===== src/rtl/phold_event_collector.sv =====
// Collects events from NCORE phold cores through a round-robin arbiter into a
// first-word-fall-through FIFO; one event per two cycles (grant, then ack).
`ifndef TW
`define TW 16
`endif

module phold_event_collector #(
  parameter int NCORE = 4,
  parameter int NCB   = 2,
  parameter int NIDB  = 3,
  parameter int LDB   = 3
) (
  input  logic                   clk,
  input  logic                   rst,
  input  logic [NCORE-1:0]       core_ready,
  input  logic [NCORE*`TW-1:0]   core_time,
  input  logic [NCORE*NIDB-1:0]  core_target,
  output logic [NCORE-1:0]       core_ack,
  output logic                   out_valid,
  input  logic                   out_ready,
  output logic [`TW-1:0]         out_time,
  output logic [NIDB-1:0]        out_target,
  output logic [NCB-1:0]         out_src,
  output logic [LDB:0]           fifo_count,
  output logic [31:0]            evt_total
);

  localparam int DEPTH = 1 << LDB;
  localparam logic [LDB:0] FULL = (LDB+1)'(DEPTH);

  typedef enum logic {ARB, ACK} state_t;

  typedef struct packed {
    logic [`TW-1:0]  t;
    logic [NIDB-1:0] g;
    logic [NCB-1:0]  s;
  } evt_t;

  state_t           state_q, state_d;
  logic [NCORE-1:0] ack_q, ack_d;
  logic [NCB-1:0]   last_q, last_d;
  logic [LDB-1:0]   wptr_q, wptr_d, rptr_q, rptr_d;
  logic [LDB:0]     cnt_q, cnt_d;
  logic [31:0]      evt_q, evt_d;

  logic             grant, push, pop;
  logic [NCB-1:0]   gidx;
  evt_t             new_evt;
  evt_t             mem [DEPTH];

  // Search starts one past the last granted core so every core gets a turn.
  always_comb begin
    grant = 1'b0;
    gidx  = '0;
    for (int k = 1; k <= NCORE; k++) begin
      if (!grant && core_ready[(int'(last_q) + k) % NCORE]) begin
        grant = 1'b1;
        gidx  = NCB'((int'(last_q) + k) % NCORE);
      end
    end
  end

  always_comb begin
    new_evt.t = core_time[int'(gidx)*`TW +: `TW];
    new_evt.g = core_target[int'(gidx)*NIDB +: NIDB];
    new_evt.s = gidx;
  end

  always_comb begin
    state_d = state_q;
    ack_d   = '0;
    last_d  = last_q;
    evt_d   = evt_q;
    push    = 1'b0;
    case (state_q)
      ARB: begin
        // Full check uses the registered count; a same-cycle pop does not help.
        if (grant && cnt_q != FULL) begin
          push        = 1'b1;
          ack_d[gidx] = 1'b1;
          last_d      = gidx;
          evt_d       = evt_q + 32'd1;
          state_d     = ACK;
        end
      end
      ACK:     state_d = ARB;
      default: state_d = ARB;
    endcase
  end

  always_comb begin
    pop    = (cnt_q != '0) && out_ready;
    wptr_d = push ? wptr_q + 1'b1 : wptr_q;
    rptr_d = pop  ? rptr_q + 1'b1 : rptr_q;
    cnt_d  = cnt_q + (LDB+1)'(push) - (LDB+1)'(pop);
  end

  always_ff @(posedge clk or posedge rst) begin
    if (rst) begin
      state_q <= ARB;
      ack_q   <= '0;
      last_q  <= NCB'(NCORE-1);
      wptr_q  <= '0;
      rptr_q  <= '0;
      cnt_q   <= '0;
      evt_q   <= '0;
    end else begin
      state_q <= state_d;
      ack_q   <= ack_d;
      last_q  <= last_d;
      wptr_q  <= wptr_d;
      rptr_q  <= rptr_d;
      cnt_q   <= cnt_d;
      evt_q   <= evt_d;
    end
  end

  always_ff @(posedge clk) begin
    if (push) mem[wptr_q] <= new_evt;
  end

  assign core_ack   = ack_q;
  assign out_valid  = (cnt_q != '0);
  assign out_time   = mem[rptr_q].t;
  assign out_target = mem[rptr_q].g;
  assign out_src    = mem[rptr_q].s;
  assign fifo_count = cnt_q;
  assign evt_total  = evt_q;

endmodule


===== config.mk =====
export PLATFORM = sky130hd
export DESIGN_NAME = phold_event_collector
export DESIGN_NICKNAME = d
export VERILOG_FILES = /design/src/rtl/phold_event_collector.sv
export SDC_FILE = /design/constraint.sdc
export NUM_CORES = 1
export LEC_CHECK = 0
export ABC_AREA = 1
export BUFFER_PORTS_ARGS = -buffer_cell sky130_fd_sc_hd__buf_2
export CORE_MARGIN = 2
export CORE_UTILIZATION = 45
export DETAILED_ROUTE_END_ITERATION = 12
export GPL_TIMING_DRIVEN = 0
export HOLD_SLACK_MARGIN = 0.1
export PLACE_DENSITY_LB_ADDON = 0.08
export SYNTH_ARGS = -nofsm -noshare
export SYNTH_HDL_FRONTEND = slang
export SYNTH_SLANG_ARGS = --single-unit

===== constraint.sdc =====
create_clock -name clk -period 8.4 [get_ports clk]
set_input_delay 0.42 -clock clk [delete_from_list [all_inputs] [get_ports clk]]
set_output_delay 0.42 -clock clk [all_outputs]
set_load 0.1 [all_outputs]

* After elaboration in Yosys (flattened, before gate mapping) *
Memory sizes are Yosys's and may differ from the RTL's.
Cells that the tools add are included.

word-level totals
  memories kept = 1
  memory bits (writable) = 168
  bits in registers = 49
  input bits = 83

operators by class
  add/subtract/negate cells = 9
  $mul = 1
  bitwise logic cells = 5
  multiplexer cells = 29
  reduce and logical (&&, ||, !) cells = 15
  $lt $le $gt $ge = 6
  equality and inequality tests = 1
  shift-type cells = 2

memory list
  name  depth  width  rd ports  clocked after memory_dff  wr ports  line  RTL
  mem   8      21     1         0                         1         49    evt_t mem [DEPTH];

operators with widths
  kind                                                                count
  indexed part select 64 x 7 -> 16 bit                                1
  adder 32 x 1 -> 32 bit (second input constant)                      1
  two-way mux 1 bit                                                   17
  less-than comparator 3 x 4 -> 1 bit (second input constant)         4
  indexed part select 12 x 5 -> 3 bit                                 1
  binary-select mux 1 bit (select 2 bit)                              4
  two-way mux 2 bit                                                   4
  two-way mux 4 bit                                                   2
  OR reduction 2 bit                                                  4
  adder 3 x 1 -> 3 bit (second input constant)                        2
  logical AND 1 bit                                                   6
  adder 2 x 1 -> 2 bit (second input constant)                        2
  adder 2 bit (second input constant)                                 2
  adder 4 x 1 -> 4 bit                                                1
  bitwise AND 1 bit (first input constant)                            4
  multiplier 2 x 2 -> 4 bit (second input constant)                   1
  != test 4 bit (second input constant)                               1
  nonzero test 4 bit                                                  1
  subtractor 4 x 1 -> 4 bit                                           1
  logical NOT 1 bit                                                   3
  less-than comparator 2 x 3 -> 1 bit (second input constant)         1
  demux 1 bit (select 2 bit)                                          1
  greater-or-equal comparator 2 x 1 -> 1 bit (second input constant)  1
  one-hot mux 1 bit (2 select lines)                                  1
  2 further kinds                                                     2

* Logic depth before layout (Yosys ltp) *
Gate-level depths: netlist of run 1.

  word-level depth = 22
  mapped depth = 19

* Worst setup path after synthesis of run 1 *
Ideal clock, no wire load.

  path kind = register to register
  start point = register cnt_q[2] (netlist: fifo_count[2])
  end point = register cnt_q[1] (netlist: fifo_count[1])
  period minus slack after synthesis = 3441 ps
  library setup time = 114 ps
  arrival time = 3326 ps
  slack = 4959 ps
  data required time = 8286 ps
  buffers on the path = 0
  stages on the path, launching flop included = 12
  path through = dfrtp_1 -> inv_1 -> ha_1 -> nand3_1 -> nand2_1 -> inv_1 -> ha_1 -> inv_1 -> ha_1 -> inv_1 -> fa_1 -> inv_1

between the ends
  elaborated cells on any way between the ends = 8
  those cells by class = 2 x add/sub; 1 x eq/ne; 2 x mux; 3 x reduce/logical

RTL lines
  element                    line  RTL
  start, declared            43    logic [LDB:0] cnt_q, cnt_d;
  start signal, assigned     113   cnt_q <= cnt_d;
  nonzero test 4 bit         -
  via out_valid              19    output logic out_valid,
  logical AND 1 bit          92    pop = (cnt_q != '0) && out_ready;
  via pop                    46    logic grant, push, pop;
  subtractor 4 x 1 -> 4 bit  95    cnt_d = cnt_q + (LDB+1)'(push) - (LDB+1)'(pop);
  via cnt_d[1]               43

The timed path passes the listed nets, and every way through them passes these cells.
A chain may end at the register's enable or synchronous reset.

* Final worst setup path of run 1 *
  start point = register rptr_q[0]
  end point = output port out_target[1]

between the ends
  cells in the longest elaborated chain, start to end = 1

RTL lines
  element                   line  RTL
  start, declared           42    logic [LDB-1:0] wptr_q, wptr_d, rptr_q, rptr_d;
  start signal, assigned    112   rptr_q <= rptr_d;
  memory read (8 x 21 bit)  -
  end, declared             22    output logic [NIDB-1:0] out_target,

Every way passes these cells.

==> impl_metrics.yaml, run 1 <==
routing:
  drc: 0
  wl_per_cell_um: 18.43
  via_per_inst: 5.237
  routed_wl_mm: 28.74
  via_count: 8164
  drt_first_pass_iters: 5
  drt_iter0_drc: 521
  detail-route-antenna-nets: 0
synth:
  async_reset_ff_share_pct: 22.58
  netlist_area_um2: 10330
  netlist.area_leader.share_pct: 48.84
  ys_ff_latch: 217
  yosys_warnings: 0
  ys_seq_area_share_pct: 60.73
  synth-main-ff-cell: "edfxtp_1"
  synthDistinctLibCells: 37
  synth_top_area_cell: "edfxtp_1"
  synthCells: 1081
  post_synth.cell_area_avg_um2: 9.556
  syn_nets: 1174
  synth_area_leaders: "edfxtp_1 49%, dfrtp_1 11%, nand2_1 10%"
  synth-edff-count: 168
timing:
  final_max_slew_viol_count: 0
  setup_tns_ns: 0
  finalHoldViolCount: 0
  worst_pin_slew_ns: 0.9086
  rsz0062_at_grt: "no"
  max_freq_mhz: 280.5
  slew_headroom_pct: 39.36
  layout_min_cycle_time_ns: 3.565
  setup_viol: 0
  clock-skew-final_ns: 0.01060
  finalCritPeriodShare_pct: 42.43
worst_setup_path:
  worstPathCellList: "inv_1 -> clkbuf_1 -> clkbuf_1 -> nor2_1 -> o22ai_1 -> nor2_1 -> a31oi_1 -> buf_2"
  crit_family: "buffers and inverters"
  startpoint_type: "flip-flop"
  cp_data_arrival_time_ns: 3.14
  critical_path_class: "reg -> out"
  critPathMaxFanout: 10
  slowest_stage: "clkbuf_1"
  cp-startpoint: "rptr_q[0]$_DFFE_PP0P_"
  slowest_delay_ns: 0.51
  crit_path_end_kind: "primary output"
  path_buf_inv: 4
  r2r_start: "last_q[0]$_DFFE_PP1P_"
  cp.required_ns: 7.98
clocking:
  cts_root_buf: "clkbuf_16"
  htreeDepth: 1
  clk_pin_slew_ns: 0.06
  cts_tree: "built"
  numCtsBuffers: 23
  clkSinkCount: 217
  cts_setup_buffers: 0
  clock_path_buffers: 3
  worstSkewPairLatency_ns: 0.51
layout:
  diodes: 0
  final_util_pct: 54.84
  syn2layout_area_growth_pct: 19.84
  drive_gt1_share_pct: 20.02
  nNetsFinal: 1351
die:
  rows: 55
  die-height_um: 155.5
  die_area_um2: 24180
  io-pin-count: 145
  dieWidth_um: 155.5
  fp.coreArea_um2: 22570
  start_util_pct: 45.76
grt:
  grt_pass1_vias: 7919
  grtUsageTotal_pct: 24.04
  antenna_found_initial: 0
  grt.busiest_layer: "met2"
  grtUsageMet3_pct: 4.373
  grt_first_pass_wirelength_mm: 44.15
  use_met2_pct: 38.56
  grt_start_max_net_pins: 27
  globalRouteMet1Util_pct: 34.03
  overflow: 0
hold_path:
  min_path_type: "in -> reg"
  hold_start: "out_ready"
job:
  drv_cap: 0
placement:
  gp_congestion: 0.9104
  io_buffers: 144
  dp_hpwl_mm: 20.31
outcome:
  outcome: "finished, final reports clean"
-- kinds of logic after synthesis --
kind of cell | count (synthesis) | synth area share (%)
buffers and inverters | 110 | 5.051
AND/OR/NAND/NOR | 566 | 22.82
XOR/XNOR | 27 | 2.289
AO/OA/AOI/OAI | 151 | 7.825
flip-flops | 217 | 60.73
adder cells (fa/ha/maj) | 10 | 1.284
-- layout by cell type, fill, tap and decap left out, types with 7 or more instances in the layout --
cell       instances
a31oi_1           21
buf_2            152
buf_4              8
buf_6              7
clkbuf_1          33
clkbuf_16         23
clkinv_2           7
dfrtp_1           47
edfxtp_1         168
ha_1               9
inv_1             45
nand2_1          285
nand2_2            9
nand3_1           45
nand3_2           11
nor2_1           176
nor2_2             7
nor3_1            14
o21ai_0          105
o22ai_1           21
xor2_1            21
-- final cells by class --
type | instances | area, µm²
Buffer | 57 | 317.8
Clock buffer | 28 | 618.1
Clock inverter | 13 | 141.4
Fill cell | 2036 | 10190
Inverter | 53 | 203.9
Multi-Input combinational cell | 754 | 3565
Sequential cell | 217 | 6274
Tap cell | 285 | 356.6
Timing Repair Buffer | 152 | 903.4
-- per-layer routing --
| layer | part of all wire, % | wire length (µm) |
|---|---|---|
| met1 | 45 | 12800 |
| met2 | 45 | 13070 |
| met3 | 8.0 | 2285 |
| met4 | 2.0 | 587 |
| met5 | 0 | 0 |
-- synth_stat cells, types with 2 or more instances --
cell type,instances
o22ai_1,21
buf_1,2
o21ai_0,105
dfrtp_1,47
edfxtp_1,168
nor3_1,14
nor2_1,184
buf_2,8
inv_2,5
buf_6,7
nand2_1,285
ha_1,9
o21ai_1,3
nand3_2,11
nor3_2,2
dfstp_2,2
buf_4,8
nand2_2,9
a31oi_1,21
xor2_1,21
xnor2_1,6
clkbuf_1,31
nand3b_1,4
nand4_1,6
inv_1,46
nand3_1,45
-- worst paths after layout --
kind,depth (start not counted),end,slack (ns)
setup reg to reg,15,mem[3][14]$_DFFE_PP_,5.42
setup / recovery,8,out_target[1],4.84
hold / removal,3,rptr_q[0]$_DFFE_PP0P_,0.24
max in group asynchronous,4,evt_total[31]$_DFFE_PP0P_,7.35
hold reg to reg,2,wptr_q[2]$_DFFE_PP0P_,0.53
min in group asynchronous,3,core_ack[2]$_DFF_PP0_,0.51
-- registers in the layout, indices dropped and copies added (netlist names) --
register / flops
wptr_q: 3
fifo_count: 4
mem: 168
rptr_q: 3
state_q: 1
core_ack: 4
evt_total: 32
last_q: 2
-- per-stage QoR --
step | hold slack (ns) | instance area [µm²] | worst slack (ns) | cells
3_3_place_gp | 0.5075 | 11410 | 4.458 | 1510
2_1_floorplan | 0.4826 | 10330 | 4.960 | 1081
6_report | 0.2416 | 12380 | 4.835 | 1559
5_1_grt | 0.2460 | 12380 | 4.684 | 1559
3_5_place_dp | 0.5061 | 11610 | 5.412 | 1517
4_1_cts | 0.2307 | 12380 | 4.863 | 1559
-- what timing repair did --
item,in CTS,in global routing
endpoints found under the setup margin,0,0
endpoints found under the hold margin,21,0
resized for setup,0,0
hold buffers,1,0
-- worst reg2reg max path: stages, from the launching register on --
cell and delay (ns):
dfstp_2 0.53, buf_6 0.13, inv_6 0.06, nand2_1 0.07
nand3_1 0.10, nand2_1 0.13, nor2_4 0.06, nand3_2 0.07
nand2_1 0.05, inv_1 0.06, nand2_2 0.07, inv_2 0.08
buf_6 0.16, nand2_1 0.17, nor2_2 0.74, buf_16 0.23
Power of run 1 is not shown: default switching activity piles up to over one toggle a cycle in this logic, so the estimate is an artifact.
==> run 2: changes to the inputs <==
--- a/config.mk
+++ b/config.mk
@@ -5,7 +5,7 @@
 export SDC_FILE = /design/constraint.sdc
 export NUM_CORES = 1
 export LEC_CHECK = 0
-export ABC_AREA = 1
+export ABC_AREA = 0
 export BUFFER_PORTS_ARGS = -buffer_cell sky130_fd_sc_hd__buf_2
 export CORE_MARGIN = 2
 export CORE_UTILIZATION = 45
==> constraint.sdc (replaced) <==
create_clock -name clk -period 3.15 [get_ports clk]
set_input_delay 0.1575 -clock clk [delete_from_list [all_inputs] [get_ports clk]]
set_output_delay 0.1575 -clock clk [all_outputs]
set_load 0.1 [all_outputs]
==> impl_metrics.yaml, run 2 <==
worst_setup_path:
  crit_path_end_kind: "primary output"
  r2r_start: "last_q[1]$_DFFE_PP1P_"
  slowest_stage: "mux4_2"
  cp_data_arrival_time_ns: 2.84
  critical_path_class: "reg -> out"
  cp.required_ns: 2.99
  worstPathCellList: "clkbuf_1 -> buf_2 -> mux4_2 -> mux2_2 -> buf_2"
  worstReg2RegEnd: "mem[6][20]$_DFFE_PP_"
  crit_path_frequent_cell: "buf_2"
  crit_family: "buffers and inverters"
  reg2reg_depth: 7
  startpoint_type: "flip-flop"
  slowest_delay_ns: 0.57
  critPathMaxFanout: 10
  r2r_slack_ns: 0.22
  path_buf_inv: 3
die:
  die_area_um2: 21470
  io-pin-count: 145
  start_util_pct: 45.48
  die-height_um: 146.5
  fp.coreArea_um2: 20100
  rows: 52
  dieWidth_um: 146.5
synth:
  synthCells: 561
  synth_area_leaders: "edfxtp_1 55%, dfrtp_1 13%, mux4_2 10%"
  synthDistinctLibCells: 44
  netlist_area_um2: 9143
  synth-edff-count: 168
  yosys_warnings: 0
  yosys.area_share.simple_pct: 7.869
  muxShareOfSynthArea_pct: 13.17
  synth_xor_xnor_area_share_pct: 3.545
  yosysMostFrequentCell: "edfxtp_1"
  syn_nets: 654
  synth_compound_area_share_pct: 3.503
  post_synth.cell_area_avg_um2: 16.30
  ys_ff_latch: 217
  synth-main-ff-cell: "edfxtp_1"
  ys_seq_area_share_pct: 68.62
  yosys.area_share.adder_pct: 1.451
  synth_top_family_by_area: "multiplexers"
  synth_top_area_cell: "edfxtp_1"
  netlist.area_leader.share_pct: 55.18
  async_reset_ff_share_pct: 22.58
  synth_common_cells: "168 x edfxtp_1, 83 x nand2_1, 47 x dfrtp_1"
routing:
  drt_iter0_drc: 400
  via_per_inst: 5.509
  routed_wl_mm: 22.42
  via_count: 5685
  drt_first_pass_iters: 4
  drc: 0
  detail-route-antenna-nets: 0
  wl_per_cell_um: 21.72
layout:
  drive_gt1_share_pct: 38.19
  fin_area_um2: 11300
  final_cells: 1032
  nNetsFinal: 839
  largest_register_ffs: 168
  multi_input_area_um2: 2843
  fillers: 1590
  diodes: 0
  regMostFlops: "mem"
  regArea_um2: 6276
  syn2layout_area_growth_pct: 23.58
  final_common_cell: "edfxtp_1"
  mostFrequentLayoutCells: "168 x edfxtp_1, 150 x buf_2, 81 x nand2_1, 45 x dfrtp_1, 42 x mux4_2"
timing:
  finalHoldViolCount: 0
  max_freq_mhz: 333.6
  finalWorstSetupSlack_ns: 0.1523
  finalCritPeriodShare_pct: 95.16
  rsz0062_at_grt: "yes"
  setup_viol: 0
  clock-skew-final_ns: 0.007933
  layout_min_cycle_time_ns: 2.998
  slew_headroom_pct: 35.99
  worst_pin_slew_ns: 0.9530
  setup_tns_ns: 0
  final_max_slew_viol_count: 0
hold_path:
  min_path_type: "in -> async"
placement:
  dp_hpwl_mm: 15.18
  gp_congestion: 0.8408
  place_area_um2: 10460
  place_inst: 984
  dp_slack_ns: -0.2270
  io_buffers: 144
grt:
  grtUsageTotal_pct: 21.18
  overflow: 0
  antenna_found_initial: 0
  grt_first_pass_wirelength_mm: 34.27
  grt_pass1_vias: 5889
  grt_start_max_net_pins: 42
clocking:
  clkSinkCount: 217
  worstSkewPairLatency_ns: 0.50
  cts_root_buf: "clkbuf_16"
  cts_tree: "built"
  numCtsBuffers: 23
  clock_path_buffers: 3
  htreeDepth: 1
  clk_pin_slew_ns: 0.06
outcome:
  outcome: "finished, final reports clean"
job:
  drv_cap: 0
## run 2: changes by cell type after synthesis, moves of 19 or more
cell and delta:
xnor2_1 +26, nand2_1 -202, o21ai_0 -104, a21oi_1 +19, mux2_2 +22, mux4_2 +42
a31oi_1 -21, inv_1 -35, o22ai_1 -21, nand3_1 -32, nor2_1 -178, a32oi_1 +19
## run 2: layout make-up
type                    count  area share, %
well taps                 270          2.990
repair buffers            159          8.184
flip-flops and latches    217          55.55
clock buffers              26          5.194
inverters                  13         0.4319
clock inverters            15          1.351
plain buffers              28          1.141
multi-input cells         304          25.16
## run 2: kinds of logic (layout without fill, tap and decap cells)
group	after synthesis	count (layout)
AOI/OAI and AO/OA	47	47
xor gates and xnor gates	37	37
adders and majority gates	10	10
buffers and inverters	41	241
DFF	217	217
muxes	65	65
and+or+nand+nor	144	145
## run 2: per-layer routing
| metal | share of wire (%) | vias up | global-route usage [%] |
|---|---|---|---|
| met5 | 0 | - | 0 |
| met2 | 49 | 186 | 35.42 |
| li1 | - | 2539 | - |
| met4 | 1.2 | 0 | 5.194 |
| met1 | 43 | 2940 | 28.93 |
| met3 | 7.1 | 20 | 4.188 |
## run 2: how the worst max path moves through the flow
| stage | endpoint | cells after the start | from | slack (ns) |
|---|---|---|---|---|
| detailed placement | mem[1][13]$_DFFE_PP_ | 6 | last_q[1]$_DFFE_PP1P_ | -0.23 |
| global placement | mem[5][3]$_DFFE_PP_ | 8 | fifo_count[2]$_DFF_PP0_ | -0.25 |
| finish | out_time[2] | 5 | rptr_q[0]$_DFFE_PP0P_ | 0.15 |
| CTS | fifo_count[3]$_DFF_PP0_ | 12 | fifo_count[2]$_DFF_PP0_ | 0.03 |
| global route | out_time[5] | 5 | rptr_q[0]$_DFFE_PP0P_ | -0.03 |
| floorplan | mem[5][0]$_DFFE_PP_ | 6 | fifo_count[1]$_DFF_PP0_ | 0.04 |
## run 2: worst reg2reg max path: stages, from the launching register on
cell and delay [ns]:
dfstp_2 0.58, nand2_1 0.06, nand3b_1 0.09, o211ai_1 0.28
inv_2 0.18, clkbuf_1 0.65, nand2_1 0.12, a32oi_1 0.65
## run 2: timing repair
item	4_1_cts	5_1_grt
gates cloned	1	0
hold buffers	2	0
pin swaps	2	1
endpoints found under the setup margin	104	55
setup buffers	2	2
hold endpoints to repair	49	0
gates resized for setup	3	9
## run 2: per-stage QoR
step / utilization (%) / hold slack [ns]
after floorplan: - / 0.3329
after detailed placement: 52.02 / 0.08576
after global placement: 51.23 / 0.4599
final: 56.20 / 0.1256
after global routing: 56.20 / 0.1395
after CTS: 55.98 / 0.1216
Power of run 2 is left out for the same reason.
